[config.mk]
export PLATFORM = sky130hd
export DESIGN_NAME = seq_divider
export DESIGN_NICKNAME = d
export VERILOG_FILES = /design/src/rtl/seq_divider.sv
export SDC_FILE = /design/constraint.sdc
export NUM_CORES = 1
export LEC_CHECK = 0
export ABC_AREA = 1
export CORE_MARGIN = 2
export CORE_UTILIZATION = 53
export CTS_BUF_LIST = sky130_fd_sc_hd__clkbuf_16
export DETAILED_ROUTE_END_ITERATION = 10
export GPL_ROUTABILITY_DRIVEN = 0
export PLACE_DENSITY = 0.9
export SLEW_MARGIN = 20
export SYNTH_ARGS = -nofsm -noshare
export SYNTH_HDL_FRONTEND = slang
export SYNTH_SLANG_ARGS = --single-unit
[constraint.sdc]
create_clock -name clk -period 1.9 [get_ports clk]
set_input_delay 0.19 -clock clk [delete_from_list [all_inputs] [get_ports clk]]
set_output_delay 0.19 -clock clk [all_outputs]
set_load 0.05 [all_outputs]
[src/rtl/seq_divider.sv]
// rtl/seq_divider.sv - WIDTH-generic signed/unsigned radix-2 restoring divider with valid/ready handshakes
//
// Purpose:
//    Multi-cycle divider with fixed latency. Operands are accepted in IDLE and
//    converted to magnitudes. CALC then produces one quotient bit per clock over
//    WIDTH clocks. FIX applies the sign correction and registers the result.
//    DONE holds the result until the consumer accepts it. Quotient rounds toward
//    zero and the remainder takes the sign of the dividend, matching Verilog
//    / and %.
//
// Ports:
//    clk        rising-edge clock
//    rst_n      asynchronous active-low reset
//    in_valid   operands present on Dividend/Divisor
//    in_ready   divider idle and able to accept operands
//    Dividend   dividend (WIDTH bits)
//    Divisor    divisor (WIDTH bits)
//    out_valid  Quotient/Remain/error/ovf valid
//    out_ready  consumer accepts the result
//    Quotient   quotient (WIDTH bits)
//    Remain     remainder (WIDTH bits)
//    error      divisor was zero
//    ovf        signed overflow (most-negative / -1)
//    busy       any state other than IDLE

module seq_divider #(
   parameter int WIDTH  = 16,
   parameter bit SIGNED = 1'b1
) (
   input  logic             clk,
   input  logic             rst_n,
   input  logic             in_valid,
   output logic             in_ready,
   input  logic [WIDTH-1:0] Dividend,
   input  logic [WIDTH-1:0] Divisor,
   output logic             out_valid,
   input  logic             out_ready,
   output logic [WIDTH-1:0] Quotient,
   output logic [WIDTH-1:0] Remain,
   output logic             error,
   output logic             ovf,
   output logic             busy
);

   typedef enum logic [1:0] {
      S_IDLE,
      S_CALC,
      S_FIX,
      S_DONE
   } state_t;

   // The counter runs 0..WIDTH-1, so $clog2(WIDTH) bits are enough.
   localparam int CW = $clog2(WIDTH);
   localparam logic [WIDTH-1:0] MOST_NEG = {1'b1, {(WIDTH-1){1'b0}}};

   state_t state_q, state_d;

   logic [CW-1:0]    cnt_q;
   logic [WIDTH-1:0] quo_q;      // dividend magnitude shifting out, quotient bits shifting in
   logic [WIDTH:0]   acc_q;      // partial remainder
   logic [WIDTH:0]   dvs_q;      // divisor magnitude, one bit wider so |most-negative| fits
   logic [WIDTH-1:0] dvd_q;      // raw dividend, returned as the remainder on divide-by-zero
   logic             sq_q;       // quotient sign
   logic             sr_q;       // remainder sign
   logic             dz_q;       // divisor was zero
   logic             ovf_pend_q; // most-negative / -1 detected at capture

   logic             dvd_neg, dvs_neg;
   logic [WIDTH-1:0] dvd_mag, dvs_mag;
   logic [WIDTH+1:0] shifted, trial;
   logic             last_iter;

   // Operand magnitudes. Negating the most-negative value yields the same bit
   // pattern, which read as unsigned is exactly its magnitude.
   assign dvd_neg = SIGNED && Dividend[WIDTH-1];
   assign dvs_neg = SIGNED && Divisor[WIDTH-1];
   assign dvd_mag = dvd_neg ? -Dividend : Dividend;
   assign dvs_mag = dvs_neg ? -Divisor : Divisor;

   // One restoring step: bring in the next dividend bit, then try to subtract
   // the divisor. A borrow in the top bit means the subtraction is undone.
   assign shifted   = {acc_q, quo_q[WIDTH-1]};
   assign trial     = shifted - {1'b0, dvs_q};
   assign last_iter = (cnt_q == CW'(WIDTH-1));

   always_ff @(posedge clk or negedge rst_n) begin
      if (!rst_n) begin
         state_q <= S_IDLE;
      end else begin
         state_q <= state_d;
      end
   end

   always_comb begin
      state_d  = state_q;
      in_ready = 1'b0;
      busy     = 1'b1;
      unique case (state_q)
         S_IDLE: begin
            in_ready = 1'b1;
            busy     = 1'b0;
            if (in_valid) begin
               state_d = S_CALC;
            end
         end
         S_CALC: begin
            if (last_iter) begin
               state_d = S_FIX;
            end
         end
         S_FIX: begin
            state_d = S_DONE;
         end
         S_DONE: begin
            if (out_ready) begin
               state_d = S_IDLE;
            end
         end
         default: begin
            state_d = S_IDLE;
         end
      endcase
   end

   always_ff @(posedge clk or negedge rst_n) begin
      if (!rst_n) begin
         cnt_q      <= '0;
         quo_q      <= '0;
         acc_q      <= '0;
         dvs_q      <= '0;
         dvd_q      <= '0;
         sq_q       <= 1'b0;
         sr_q       <= 1'b0;
         dz_q       <= 1'b0;
         ovf_pend_q <= 1'b0;
         out_valid  <= 1'b0;
         Quotient   <= '0;
         Remain     <= '0;
         error      <= 1'b0;
         ovf        <= 1'b0;
      end else begin
         unique case (state_q)
            S_IDLE: begin
               if (in_valid) begin
                  cnt_q      <= '0;
                  quo_q      <= dvd_mag;
                  acc_q      <= '0;
                  dvs_q      <= {1'b0, dvs_mag};
                  dvd_q      <= Dividend;
                  sq_q       <= dvd_neg ^ dvs_neg;
                  sr_q       <= dvd_neg;
                  dz_q       <= (Divisor == '0);
                  ovf_pend_q <= SIGNED && (Dividend == MOST_NEG) && (Divisor == '1);
               end
            end
            S_CALC: begin
               cnt_q <= cnt_q + CW'(1);
               if (trial[WIDTH+1]) begin
                  acc_q <= shifted[WIDTH:0];
                  quo_q <= {quo_q[WIDTH-2:0], 1'b0};
               end else begin
                  acc_q <= trial[WIDTH:0];
                  quo_q <= {quo_q[WIDTH-2:0], 1'b1};
               end
            end
            S_FIX: begin
               out_valid <= 1'b1;
               if (dz_q) begin
                  Quotient <= '0;
                  Remain   <= dvd_q;
                  error    <= 1'b1;
                  ovf      <= 1'b0;
               end else begin
                  // most-negative / -1 needs no special path: the magnitude
                  // quotient 2^(WIDTH-1) with sq=0 is already the wrapped result.
                  Quotient <= sq_q ? -quo_q : quo_q;
                  Remain   <= sr_q ? -acc_q[WIDTH-1:0] : acc_q[WIDTH-1:0];
                  error    <= 1'b0;
                  ovf      <= ovf_pend_q;
               end
            end
            S_DONE: begin
               if (out_ready) begin
                  out_valid <= 1'b0;
                  error     <= 1'b0;
                  ovf       <= 1'b0;
               end
            end
            default: begin
               out_valid <= 1'b0;
            end
         endcase
      end
   end

endmodule

==> metrics.cfg <==
[global_routing]
grt_pass1_wl_mm = 39.46
antenna_found_initial = 0
grt-ovfl-total = 0
grt_pass1_vias = 8136
grt_max_degree = 53
grt_usage = 0.3407

[critical_path]
end_kind = register
rrSetupSlack_ns = -0.27
critical_path_class = reg2reg
start_kind = register
crit_fanout = 3
reg2regPathDepth = 13
cp.required_ns = 2.15
arrival_ns = 2.42

[clocking]
clk_latency_ns = 0.36
numCtsBuffers = 9
clock_path_buffers = 2
cts_tree = done
path_clk_slew_ns = 0.08
cts_root_buffer = clkbuf_16
clock_sinks = 109
htree_levels = 3

[floorplanning]
core_mm2 = 0.01335
initial_core_util = 0.5487
rows = 42
pin_count = 73
die_x_um = 121.6
die_h_um = 121.6
die-area_mm2 = 0.01478

[drt]
drt-initial-drc-count = 1491
vias = 8914
route.detailed.drc = 0
detail_route.wl_per_cell_um = 20.93
vias_per_cell = 6.422
firstDrtPassIters = 8
antenna_left = 0
drt_wl_total_mm = 29.05

[timing]
relSlewSlack = 0.6258
period_needed_ns = 2.174
period_share = 1.144
hold_viol_final = 0
rsz0062_at_grt = yes
setup_violations = 20
skew_ns = 0.009207
slew_violations = 0
max_freq_mhz = 460.0
setup_slack_ns = -0.2737
tightest_slew_ns = 0.5613

[place]
io_buffers = 72
dpl.hpwl_mm = 15.85
place_inst = 1331

[final_layout]
diodes = 0
nets = 1271
drive_above_1_share = 0.2500
finalNonFillerCells = 1388
fillers = 823
syn_to_final_growth_pct = 38.37

[synthesis]
synth_area_mm2 = 0.007325
synth_nets = 1100
yosysTopAreaCellShare = 0.3724
yosysSeqAreaShare = 0.3724
ys.flop_type = dfrtp_1
synth_area_leaders = dfrtp_1 (37%), nand2_1 (15%), nand3_1 (8.4%)
synth_commonest_cells = nand2_1 (297), inv_1 (139), nand3_1 (123)
synthCells = 1037
ys_types = 48
synth_edf_count = 0
synth_seq_cells = 109
yosysTopAreaCell = dfrtp_1
syn_area_per_cell_um2 = 7.063
ys_warn_count = 0
synth_most_common_cell = nand2_1
synth_async_sr_flop_share = 1.000

[outcome]
status = finished with violations
failed_checks = negative setup slack

[hold_path]
hold_path.class = in2async

[flow_run]
maxCapViolCount = 0

-- registers in the layout, summed over array words and instances (netlist names) --
| register | count |
|---|---|
| sq_q | 1 |
| cnt_q | 4 |
| dz_q | 1 |
| ovf_pend_q | 1 |
| state_q | 2 |
| ovf | 1 |
| dvs_q | 16 |
| acc_q | 17 |
| quo_q | 16 |
| error | 1 |
| out_valid | 1 |
| dvd_q | 16 |
| Remain | 16 |
| Quotient | 16 |
-- kinds of logic (layout without fill, tap and decap cells) --
group                      Yosys count  in the layout  synth area share
AOI/OAI and AO/OA                  156            156            0.1215
xor gates and xnor gates            23             23           0.02750
adders and majority gates           27             27           0.04715
buffers and inverters              179            349           0.09788
DFF                                109            109            0.3724
muxes                                1              1          0.001537
and+or+nand+nor                    542            547            0.3321
-- critical path: stages (launching register included) --
cell and delay, ns:
dfrtp_1 0.44, ha_4 0.32, buf_4 0.16, nand2_1 0.11, inv_1 0.11, nand2_1 0.09, nor3_1 0.27, nand2_2 0.13
nand2_1 0.08, nand2_1 0.06, nand2_1 0.08, nand3_2 0.08, nand3_2 0.07, nand2_1 0.06
-- final timing paths --
| kind | from | endpoint |
|---|---|---|
| max in group asynchronous | rst_n | acc_q[1]$_DFFE_PN0P_ |
| setup reg to reg | acc_q[7]$_DFFE_PN0P_ | acc_q[16]$_DFFE_PN0P_ |
| min in group clk | Quotient[15]$_DFFE_PN0P_ | Quotient[15]$_DFFE_PN0P_ |
| hold / removal | rst_n | Quotient[4]$_DFFE_PN0P_ |
| hold reg to reg | Quotient[15]$_DFFE_PN0P_ | Quotient[15]$_DFFE_PN0P_ |
| setup / recovery | acc_q[7]$_DFFE_PN0P_ | acc_q[16]$_DFFE_PN0P_ |
-- layout by cell type, fill, tap and decap left out, types with 9 or more instances in the layout --
cell type and n:
nand2_1 262, inv_1 117, buf_4 109, dfrtp_1 103
nand3_1 91, o21ai_0 70, clkdlybuf4s50_1 69, nor2_1 49
nand3_2 41, a21oi_1 36, nand2_2 33, inv_2 23
xor2_1 16, nor3_1 15, o211ai_1 15, ha_4 14
nand4_1 13, ha_1 11, clkbuf_16 9
-- what timing repair did --
item                                    in CTS  in global routing
hold buffers                                 1                  0
hold endpoints to repair                    34                  0
pin swaps                                   33                 40
setup buffers                               22                 13
endpoints found under the setup margin      21                 43
gates cloned                                 7                  1
gates resized for setup                     57                109
-- layer usage --
layer / vias to the layer above / part of all wire / GRT usage
li1: 3732 / - / -
met1: 4012 / 0.33 / 0.4353
met2: 865 / 0.45 / 0.5418
met3: 305 / 0.14 / 0.07022
met4: 0 / 0.086 / 0.1911
met5: - / 0 / 0
-- through the flow --
| stage | utilization | instance area, um2 | worst slack, ns | setup TNS [ns] | hold slack, ns |
|---|---|---|---|---|---|
| finish | 0.7593 | 10130 | -0.2737 | -3.048 | 0.3675 |
| detailed placement | 0.6538 | 8727 | -0.1549 | -2.331 | 0.2065 |
| floorplan | - | 7337 | 0.03621 | 0 | -0.1056 |
| global placement | 0.6538 | 8727 | -0.07066 | -0.5469 | 0.2036 |
| global route | 0.7593 | 10130 | -0.3593 | -4.132 | 0.4137 |
| CTS | 0.7273 | 9708 | -0.06422 | -0.9126 | 0.3726 |
-- area by class of cell --
cell class,count,area (um2),share of cell area
clock buffer,9,225.2,0.02222
clock inverter,6,103.9,0.01025
inverter,144,548.0,0.05407
multi-input combinational,754,4574,0.4514
tap,176,220.2,0.02173
sequential,109,2735,0.2699
timing repair buffer,190,1728,0.1705
Power is not shown: default switching activity piles up to over one toggle a cycle in this logic, so the estimate is an artifact.
